## config.mk

```make
export PLATFORM = sky130hd
export DESIGN_NAME = board_uart_tx
export DESIGN_NICKNAME = d
export VERILOG_FILES = /design/src/rtl/board_uart_tx_pkg.sv /design/src/rtl/board_uart_tx_uart_tx_byte.sv /design/src/rtl/board_uart_tx.sv
export SDC_FILE = /design/constraint.sdc
export NUM_CORES = 1
export LEC_CHECK = 0
export ABC_AREA = 0
export CORE_MARGIN = 5
export CORE_UTILIZATION = 46
export DETAILED_ROUTE_END_ITERATION = 10
export PLACE_DENSITY = 0.77
export RECOVER_POWER = 100
export SETUP_SLACK_MARGIN = 0.02
export SKIP_CTS_REPAIR_TIMING = 1
export SLEW_MARGIN = 20
export SYNTH_ARGS = -nofsm -noshare
export SYNTH_HDL_FRONTEND = slang
export SYNTH_SLANG_ARGS = --single-unit
export TNS_END_PERCENT = 1
```

## constraint.sdc

```tcl
create_clock -name clk -period 4.2 [get_ports clk]
set_input_delay 1.05 -clock clk [delete_from_list [all_inputs] [get_ports clk]]
set_output_delay 1.05 -clock clk [all_outputs]
set_load 0.1 [all_outputs]
```

## src/rtl/board_uart_tx_pkg.sv

```systemverilog
// rtl/board_uart_tx_pkg.sv - shared constants, state type and hex encoder for the board reporter
package board_uart_tx_pkg;

    localparam int FRAME_BYTES = 24;
    localparam int ROW_BYTES   = 6;

    localparam logic [7:0] CR = 8'h0D;
    localparam logic [7:0] LF = 8'h0A;

    typedef enum logic {
        ST_IDLE,
        ST_SEND
    } state_e;

    // One tile exponent to its uppercase ASCII hex digit
    function automatic logic [7:0] hex_ascii(input logic [3:0] nib);
        if (nib < 4'd10) begin
            return 8'h30 + {4'h0, nib};
        end
        return 8'h37 + {4'h0, nib};
    endfunction

endpackage

```

## src/rtl/board_uart_tx_uart_tx_byte.sv

```systemverilog
// rtl/board_uart_tx_uart_tx_byte.sv - 8N1 byte serializer with valid/ready handshake
module uart_tx_byte #(
    parameter int BAUD_DIV = 868
) (
    input  logic       clk,
    input  logic       rst,
    input  logic       valid_i,
    input  logic [7:0] data_i,
    output logic       ready_o,
    output logic       tx_o,
    output logic       done_o
);

    logic        active_q, active_d;
    logic [15:0] baud_q, baud_d;
    logic [3:0]  bit_q, bit_d;
    logic [8:0]  shift_q, shift_d;
    logic        tx_q, tx_d;

    logic bit_end;
    logic last_bit_end;

    assign bit_end      = active_q && (baud_q == 16'(BAUD_DIV - 1));
    assign last_bit_end = bit_end && (bit_q == 4'd9);

    // Ready also in the stop bit's final cycle so bytes follow back to back
    assign ready_o = !active_q || last_bit_end;
    assign done_o  = last_bit_end;
    assign tx_o    = tx_q;

    // Bit timing and shifting; an accepted byte overrides the stop-bit wrap-up
    always_comb begin
        active_d = active_q;
        baud_d   = baud_q;
        bit_d    = bit_q;
        shift_d  = shift_q;
        tx_d     = tx_q;
        if (active_q) begin
            if (bit_end) begin
                baud_d = 16'd0;
                if (bit_q == 4'd9) begin
                    active_d = 1'b0;
                    tx_d     = 1'b1;
                end else begin
                    bit_d   = bit_q + 4'd1;
                    tx_d    = shift_q[0];
                    shift_d = {1'b1, shift_q[8:1]};
                end
            end else begin
                baud_d = baud_q + 16'd1;
            end
        end
        if (valid_i && ready_o) begin
            active_d = 1'b1;
            baud_d   = 16'd0;
            bit_d    = 4'd0;
            tx_d     = 1'b0;
            shift_d  = {1'b1, data_i};
        end
    end

    // Serializer state register
    always_ff @(posedge clk or posedge rst) begin
        if (rst) begin
            active_q <= 1'b0;
            baud_q   <= 16'd0;
            bit_q    <= 4'd0;
            shift_q  <= 9'h1FF;
            tx_q     <= 1'b1;
        end else begin
            active_q <= active_d;
            baud_q   <= baud_d;
            bit_q    <= bit_d;
            shift_q  <= shift_d;
            tx_q     <= tx_d;
        end
    end

endmodule

```

## src/rtl/board_uart_tx.sv

```systemverilog
// rtl/board_uart_tx.sv - sends the 2048 board as four hex text rows over UART on change or request
module board_uart_tx
    import board_uart_tx_pkg::*;
#(
    parameter int BAUD_DIV = 868
) (
    input  logic        clk,
    input  logic        rst,
    input  logic [63:0] board,
    input  logic        send,
    output logic        tx,
    output logic        busy,
    output logic        frame_done
);

    localparam logic [1:0] LAST_ROW = 2'(FRAME_BYTES / ROW_BYTES - 1);
    localparam logic [2:0] LAST_COL = 3'(ROW_BYTES - 1);

    state_e      state_q, state_d;
    logic [63:0] last_q, last_d;
    logic [63:0] snap_q, snap_d;
    logic        pending_q, pending_d;
    logic [1:0]  row_q, row_d;
    logic [2:0]  col_q, col_d;
    logic        issued_q, issued_d;
    logic        done_q, done_d;

    logic        byte_valid;
    logic        byte_ready;
    logic        byte_done;
    logic [7:0]  byte_data;
    logic [5:0]  nib_lsb;
    logic [3:0]  nib;

    // Byte select: columns 0..3 are tile digits, 4 and 5 terminate the row
    assign nib_lsb   = 6'd60 - {row_q, col_q[1:0], 2'b00};
    assign nib       = snap_q[nib_lsb +: 4];
    assign byte_data = (col_q == 3'd4) ? CR :
                       (col_q == 3'd5) ? LF : hex_ascii(nib);

    assign byte_valid = (state_q == ST_SEND) && !issued_q;
    assign busy       = (state_q == ST_SEND);
    assign frame_done = done_q;

    uart_tx_byte #(
        .BAUD_DIV(BAUD_DIV)
    ) u_byte (
        .clk    (clk),
        .rst    (rst),
        .valid_i(byte_valid),
        .data_i (byte_data),
        .ready_o(byte_ready),
        .tx_o   (tx),
        .done_o (byte_done)
    );

    // Trigger detection, snapshot capture, byte sequencing and frame end
    always_comb begin
        state_d   = state_q;
        last_d    = last_q;
        snap_d    = snap_q;
        pending_d = pending_q;
        row_d     = row_q;
        col_d     = col_q;
        issued_d  = issued_q;
        done_d    = 1'b0;
        case (state_q)
            ST_IDLE: begin
                if ((board != last_q) || send || pending_q) begin
                    snap_d    = board;
                    last_d    = board;
                    pending_d = 1'b0;
                    row_d     = 2'd0;
                    col_d     = 3'd0;
                    issued_d  = 1'b0;
                    state_d   = ST_SEND;
                end
            end
            ST_SEND: begin
                if (send) begin
                    pending_d = 1'b1;
                end
                if (byte_valid && byte_ready) begin
                    if (col_q == LAST_COL) begin
                        col_d = 3'd0;
                        if (row_q == LAST_ROW) begin
                            issued_d = 1'b1;
                        end else begin
                            row_d = row_q + 2'd1;
                        end
                    end else begin
                        col_d = col_q + 3'd1;
                    end
                end
                if (issued_q && byte_done) begin
                    state_d = ST_IDLE;
                    done_d  = 1'b1;
                end
            end
            default: state_d = ST_IDLE;
        endcase
    end

    // Frame control registers
    always_ff @(posedge clk or posedge rst) begin
        if (rst) begin
            state_q   <= ST_IDLE;
            last_q    <= 64'd0;
            snap_q    <= 64'd0;
            pending_q <= 1'b0;
            row_q     <= 2'd0;
            col_q     <= 3'd0;
            issued_q  <= 1'b0;
            done_q    <= 1'b0;
        end else begin
            state_q   <= state_d;
            last_q    <= last_d;
            snap_q    <= snap_d;
            pending_q <= pending_d;
            row_q     <= row_d;
            col_q     <= col_d;
            issued_q  <= issued_d;
            done_q    <= done_d;
        end
    end

endmodule
```

# Word level (Yosys, flattened, before mapping)
# Cells that the tools add are included.
word_totals:
  register_bits: 104
  inputBits: 67
  output_inout_bits: 3
  elab_cells: 99
op_classes:
  add_sub_neg: 7
  n_lt_le_gt_ge: 1
  n_eq_ne: 13
  shift: 1
  mux: 45
  n_bitwise: 1
  n_reduce_logical: 19
op_table:
  columns: ["operator", "count"]
  rows:
  - ["$ne 64x64->1", 1]
  - ["$shiftx 64x7->4", 1]
  - ["$mux 16", 3]
  - ["$mux 9", 4]
  - ["$mux 8", 4]
  - ["$mux 1", 18]
  - ["$add 16x1->16 const B", 1]
  - ["$eq 16x10->1 const B", 1]
  - ["$mux 4", 4]
  - ["$add 6x4->7 const A", 2]
  - ["$mux 3", 3]
  - ["$mux 2", 4]
  - ["$ne 2x2->1 const B", 4]
  - ["$reduce_and 2->1", 4]
  - ["$reduce_and 4->1", 2]
  - ["$eq 3x3->1 const B", 2]
  - ["$ne 2x1->1 const B", 3]
  - ["$pmux 1 s2", 3]
  - ["$pmux 3 s2", 1]
  - ["$sub 6x6->6 const A", 1]
  - ["$logic_and 1x1->1", 5]
  - ["$add 4x1->4 const B", 1]
  - ["$eq 4x4->1 const B", 1]
  - ["$lt 4x4->1 const B", 1]
  - ["other kinds (9)", 13]

# Logic depth before layout (Yosys ltp)
# Gate-level depths: netlist of run 1.
logic_depth:
  word_depth: 8
  mapped_depth: 10
  depth_no_buf: 8

# Cells and area by module
# Synthesis of run 1 repeated with hierarchy kept, for this count alone.
unflattened:
  cells_unflattened: 520
  hier_area_um2: 5970.7
modules_own_cells:
  columns: ["module", "n_inst", "cells_each", "area_per_inst_um2", "seq_area_each_um2"]
  rows:
  - ["board_uart_tx", 1, 345, 4274.1, 1826.8]
  - ["uart_tx_byte", 1, 175, 1696.6, 762.0]

# Least setup slack after synthesis of run 1
# No wires, ideal clock.
synth_timing:
  path_type: "input -> register"
  from: "input board[57]"
  to: "register snap_q[0]"
  setup_time_ns: 0.125
  arrival_time_ns: 2.580
  t_required_ns: 4.075
  setup_slack_ns: 1.495
  stages: 8
  n_path_buf: 2
  path_cell_list: "xor2_1 -> nor4_1 -> nand4_1 -> nor3_1 -> a21oi_1 -> buf_6 -> buf_6 -> mux2_4"
synth_via:
  elab_chain_len: 4
synth_rtl:
  columns: ["item", "line", "source"]
  rows:
  - ["start: declaration", "board_uart_tx.sv:9", "input logic [63:0] board,"]
  - ["$ne 64x64->1", "board_uart_tx.sv:69", "if ((board != last_q) || send || pending_q) begin"]
  - ["$logic_or 1x1->1 (2 in a row)", "board_uart_tx.sv:69", null]
  - ["$reduce_and 2->1 (no line)", null, null]
  - ["end signal: assignment", "board_uart_tx.sv:118", "snap_q <= snap_d;"]
  - ["end: declaration", "board_uart_tx.sv:21", "logic [63:0] snap_q, snap_d;"]
# Every way passes these cells.
# A chain may end at the register's enable or synchronous reset.

# Final worst setup path of run 1
layout_timing:
  from: "input board[29]"
  to: "register snap_q[6]"
# Same word-level chain as after synthesis.

==> impl_metrics.ini, run 1 <==
[synth]
syn_inst = 487
syn_nets = 559
ys_warn_count = 0
yosys.area.top_type_share = 0.402
yosysMostFrequentCell = dfrtp_1
async_flop_share = 1.00
synth-seq-area-share = 0.443
netlist_area_mm2 = 0.00584
synthTopCellsByArea = dfrtp_1 (40%), mux2_4 (8.7%), xor2_1 (8.7%)
yosys_most_used_dff = dfrtp_1
synth-seq-cells = 103
synth_edf_count = 0
synthTopCellsByCount = dfrtp_1 (94), xor2_1 (58), mux2_4 (34)
yosys.area.top_type = dfrtp_1
synth_cell_type_count = 59
syn_area_per_cell_um2 = 12.0

[clocking]
clkSlewWorstSetupHoldPaths_ps = 80
cts_made_buffers = 9
cts.htree.levels = 3
clk_latency_ps = 350
cts_tree = built
cts.path.max_buffers = 2
cts.sinks = 103
root_buffer = clkbuf_16

[sta]
rsz0062_at_grt = no
skew_ps = 10.4
drv_slew = 62
fmax_mhz = 299
finalCritPeriodShare = 0.797
relSlewSlack = -0.577
worst_slew_pin_slew_ps = 2360
fin_crit_ps = 3350
tns_ps = 0
setup_violations = 0
finalHoldViolations = 0

[placement]
portBuffers = 69
dp_hpwl_um = 9980
postPlaceCellArea_mm2 = 0.00668
place_congestion = 0.844

[setup_path]
cp.required_ps = 4440
cp_slowest_cell = a2111oi_0
worst_setup_path_end_kind = flop
crit_fanout = 35
critical-path-max-stage-delay_ps = 610
critPathKind = in -> reg
path_cells = clkdlybuf4s50_1 -> xnor2_1 -> o221ai_1 -> a2111oi_0 -> and4_1 -> a21oi_4 -> buf_4 -> mux2_1
critPathLaunchType = primary input
cp_data_arrival_time_ps = 3580

[power]
internal_power_mw = 1.69
peakVddDrop_v = 0.000210
pwr-share-clk = 0.426
switchingPower_mw = 0.522
pwr-share-comb = 0.097
switching_share = 0.236
leakage_nw = 2.80
p_seq_frac = 0.477
power.density_mw_per_mm2 = 322

[routing]
antenna_left = 0
first_pass_iters = 4
via_per_inst = 5.66
routed_wl_um = 13400
wl_per_cell_um = 18.4
num_vias = 4124
post-route-drc-count = 0
drt-initial-drc-count = 185

[global_route]
grt_pass1_vias = 4396
antenna_found_initial = 0
grt_use_total = 0.187
grt_overflow = 0
grt_max_degree = 63
grt_pass1_wl_um = 21900

[finish]
n_antenna_cell = 0
synthToLayoutAreaGrowth_pct = 17.7
final_cell_area_mm2 = 0.00688
drive_gt1_frac = 0.142
fin_nets = 624

[floorplan]
dieArea_mm2 = 0.0151
fp.dieH_um = 123
num_rows = 41
start_util = 0.467
core_area_mm2 = 0.0125
pin_count = 70
die_x_um = 123

[outcome]
status = finished with violations
violations = max-capacitance violations, max-slew violations

[min_path]
hold_path_class = reg -> reg

[run]
drv_cap = 1
## flip-flops by register name (all words and copies together), names as in the netlist
signal / cells
issued_q: 1
pending_q: 1
u_byte.shift_q: 8
col_q: 3
u_byte.bit_q: 4
row_q: 2
snap_q: 64
busy: 1
u_byte.tx_o: 1
frame_done: 1
u_byte.active_q: 1
u_byte.baud_q: 16
## through the flow
step	util	hold slack (ps)	worst slack [ps]	power, mW	instances
global placement	0.534	449	539	1.29	713
detailed placement	0.534	455	481	1.30	713
CTS	0.560	464	853	2.25	729
floorplan	-	439	461	1.18	487
finish	0.549	463	853	2.22	729
global route	0.549	489	397	2.29	729
## worst max-delay path, delay by kind of cell
kind	cells	cell delay, ps
AO/OA/AOI/OAI	3	830
XOR/XNOR	1	130
buffers and inverters	2	780
multiplexers	1	380
AND/OR/NAND/NOR	1	390
## power by group through the flow
stage	Combinational [mW]	Clock (mW)	Sequential [mW]
after detailed placement	0.228	0	1.07
after global routing	0.234	0.998	1.06
final	0.215	0.944	1.06
after global placement	0.222	0	1.07
after floorplan	0.119	0	1.06
after CTS	0.231	0.958	1.06
## layout by cell type (no fill, tap or decap), types with 3 or more instances in the layout
| cell | instances |
|---|---|
| nand4_1 | 7 |
| mux4_1 | 3 |
| nor4_1 | 14 |
| dfstp_2 | 9 |
| ha_1 | 5 |
| mux4_2 | 14 |
| nor2b_1 | 6 |
| nor2_1 | 30 |
| a21oi_1 | 5 |
| xnor2_1 | 12 |
| buf_4 | 3 |
| and3_1 | 6 |
| mux2_2 | 26 |
| clkbuf_16 | 9 |
| nor3_1 | 4 |
| nand2b_1 | 6 |
| nand2_1 | 25 |
| inv_1 | 21 |
| o22ai_1 | 4 |
| mux2_1 | 32 |
| mux2i_1 | 10 |
| dfrtp_1 | 94 |
| dlygate4sd3_1 | 5 |
| a22oi_1 | 6 |
| o21ai_0 | 18 |
| clkdlybuf4s50_1 | 64 |
| nand3_1 | 10 |
| o221ai_1 | 3 |
| xor2_1 | 58 |
## cell type report
| class | instances | area [um^2] |
|---|---|---|
| multi-input cells | 343 | 2920 |
| repair buffers | 74 | 737 |
| fillers | 1118 | 5640 |
| well taps | 172 | 215 |
| flip-flops and latches | 103 | 2590 |
| clock buffers | 10 | 239 |
| clock inverters | 6 | 97.6 |
| inverters | 21 | 78.8 |
## cell families after synthesis
kind of cell	share of synthesized area
and+or+nand+nor	0.112
DFF	0.443
muxes	0.222
xor gates and xnor gates	0.105
AOI/OAI and AO/OA	0.0709
buffers and inverters	0.0366
adders and majority gates	0.0107
## worst paths after layout
check,start,endpoint,depth (start not counted),slack (ps)
worst max-delay path,board[29],snap_q[6],8,850
worst min-delay path,u_byte.shift_q[7],u_byte.shift_q[7],2,460
worst max register to register,col_q[0],u_byte.shift_q[2],8,1010
worst min register to register,u_byte.shift_q[7],u_byte.shift_q[7],2,460
max in group asynchronous,rst,snap_q[3],2,1010
min in group asynchronous,rst,snap_q[0],2,1820
## layer usage
layer | share of wire | up-vias | track usage
li1 | - | 1895 | -
met1 | 0.42 | 2073 | 0.233
met2 | 0.50 | 119 | 0.313
met3 | 0.045 | 37 | 0.0401
met4 | 0.037 | 0 | 0.0791
met5 | 0 | - | 0
(Power assumes the default switching activity.)
==> run 2, diff against run 1 <==
PLACE_DENSITY = 0.79   (was 0.77)
clock period = 2.8 ns   (was 4.2 ns; I/O delays follow)
==> run 2 against run 1 <==
Compared with the run above:
- the flow now finishes without violations
- core utilization increased by 0.73 points
- worst hold slack got worse by 3.2 ps
- first-iteration DRC count increased by 58%
- clock skew increased by 5.7 ps
- design area increased by 1.3%
- setup slack got worse by 720 ps
- die area unchanged
- largest cell class unchanged
- largest power group unchanged
==> impl_metrics.ini, run 2 (same netlist as run 1, synthesis figures left out) <==
[clocking]
cts_tree = built
clk_latency_ps = 350
cts_made_buffers = 9
root_buffer = clkbuf_16
cts.htree.levels = 3
cts.path.max_buffers = 2
clkSlewWorstSetupHoldPaths_ps = 70
cts.sinks = 103

[min_path]
hold_path_class = reg -> reg

[finish]
n_antenna_cell = 0
largest_register_ffs = 64
top_register = snap_q
drive_gt1_frac = 0.177
postLayoutCoreUtil = 0.557
fin_nets = 639
layout_common_cells = dfrtp_1 (94), clkdlybuf4s50_1 (64), xor2_1 (58)
layout_commonest_cell = dfrtp_1
synthToLayoutAreaGrowth_pct = 19.2
largest_registers = snap_q x64, u_byte.baud_q x16, u_byte.shift_q x8

[global_route]
grt_overflow = 0
antenna_found_initial = 0
grt_max_degree = 104
grt_pass1_wl_um = 21500
grt_use_total = 0.181
grt_pass1_vias = 4221

[routing]
num_vias = 4155
via_per_inst = 5.58
first_pass_iters = 5
drt-initial-drc-count = 292
routed_wl_um = 13300
wl_per_cell_um = 17.8
antenna_left = 0
post-route-drc-count = 0

[setup_path]
critPathLaunchType = primary input
crit_fanout = 31
cp.required_ps = 3020
critPathKind = in -> reg
cp_data_arrival_time_ps = 2880
path_cells = clkdlybuf4s50_1 -> xnor2_1 -> o221ai_1 -> a2111oi_0 -> and4_1 -> a21oi_4 -> buf_6 -> mux2_1
worst_setup_path_end_kind = flop
cp_slowest_cell = clkdlybuf4s50_1
critical-path-max-stage-delay_ps = 500

[sta]
finalCritPeriodShare = 0.951
fin_crit_ps = 2660
finalHoldViolations = 0
drv_slew = 0
tns_ps = 0
skew_ps = 16.0
fmax_mhz = 375
relSlewSlack = 0.0784
rsz0062_at_grt = no
setup_violations = 0
worst_slew_pin_slew_ps = 1380

[floorplan]
fp.dieH_um = 123
num_rows = 41
die_x_um = 123
core_area_mm2 = 0.0125
start_util = 0.467
pin_count = 70
dieArea_mm2 = 0.0151

[power]
power.density_mw_per_mm2 = 456
leakage_nw = 2.86
peakVddDrop_v = 0.000248

[run]
drv_cap = 0

[placement]
dp_hpwl_um = 9860
place_congestion = 0.909
portBuffers = 69

[outcome]
status = completed
## run 2: layout make-up
type                    instances  area (um^2)
clock buffers                  10          229
clock inverters                 6         70.1
fillers                      1093         5550
inverters                      21         82.6
multi-input cells             343         2970
flip-flops and latches        103         2590
well taps                     172          215
repair buffers                 89          818
## run 2: power breakdown
group,switching (mW),internal (mW),total [mW]
clock,0.564,0.702,1.27
combinational,0.139,0.186,0.325
sequential,0.0484,1.53,1.58
## run 2: worst paths after layout
path | cells past startpoint | end | slack (ps) | start
worst max-delay path | 8 | snap_q[20] | 140 | board[29]
worst max register to register | 8 | u_byte.shift_q[2] | 140 | col_q[1]
max in group asynchronous | 3 | snap_q[19] | 590 | rst
min in group asynchronous | 3 | snap_q[4] | 1360 | rst
worst min register to register | 2 | u_byte.shift_q[7] | 460 | u_byte.shift_q[7]
worst min-delay path | 2 | u_byte.shift_q[7] | 460 | u_byte.shift_q[7]
## run 2: stage by stage
stage	hold WS (ps)	cell area (um^2)	instances	power [mW]	worst slack, ps
after floorplan	439	5850	487	1.77	156
after global placement	448	6820	728	1.94	-145
after detailed placement	453	6820	728	1.96	-251
after CTS	462	7120	744	3.22	95.2
after global routing	482	6970	744	3.29	18.3
final	460	6970	744	3.17	137
## run 2: per-layer routing
| layer | vias up | track usage | wire (um) | part of all wire |
|---|---|---|---|---|
| met3 | 16 | 0.0295 | 516 | 0.039 |
| li1 | 1918 | - | - | - |
| met5 | - | 0 | 0 | 0 |
| met1 | 2102 | 0.249 | 5860 | 0.44 |
| met4 | 0 | 0.0469 | 248 | 0.019 |
| met2 | 119 | 0.300 | 6630 | 0.50 |
## run 2: worst max-delay path, delay by kind of cell
kind	cells	cell delay, ps
xor gates and xnor gates	1	150
AOI/OAI and AO/OA	3	620
buffers and inverters	2	720
and+or+nand+nor	1	320
muxes	1	350
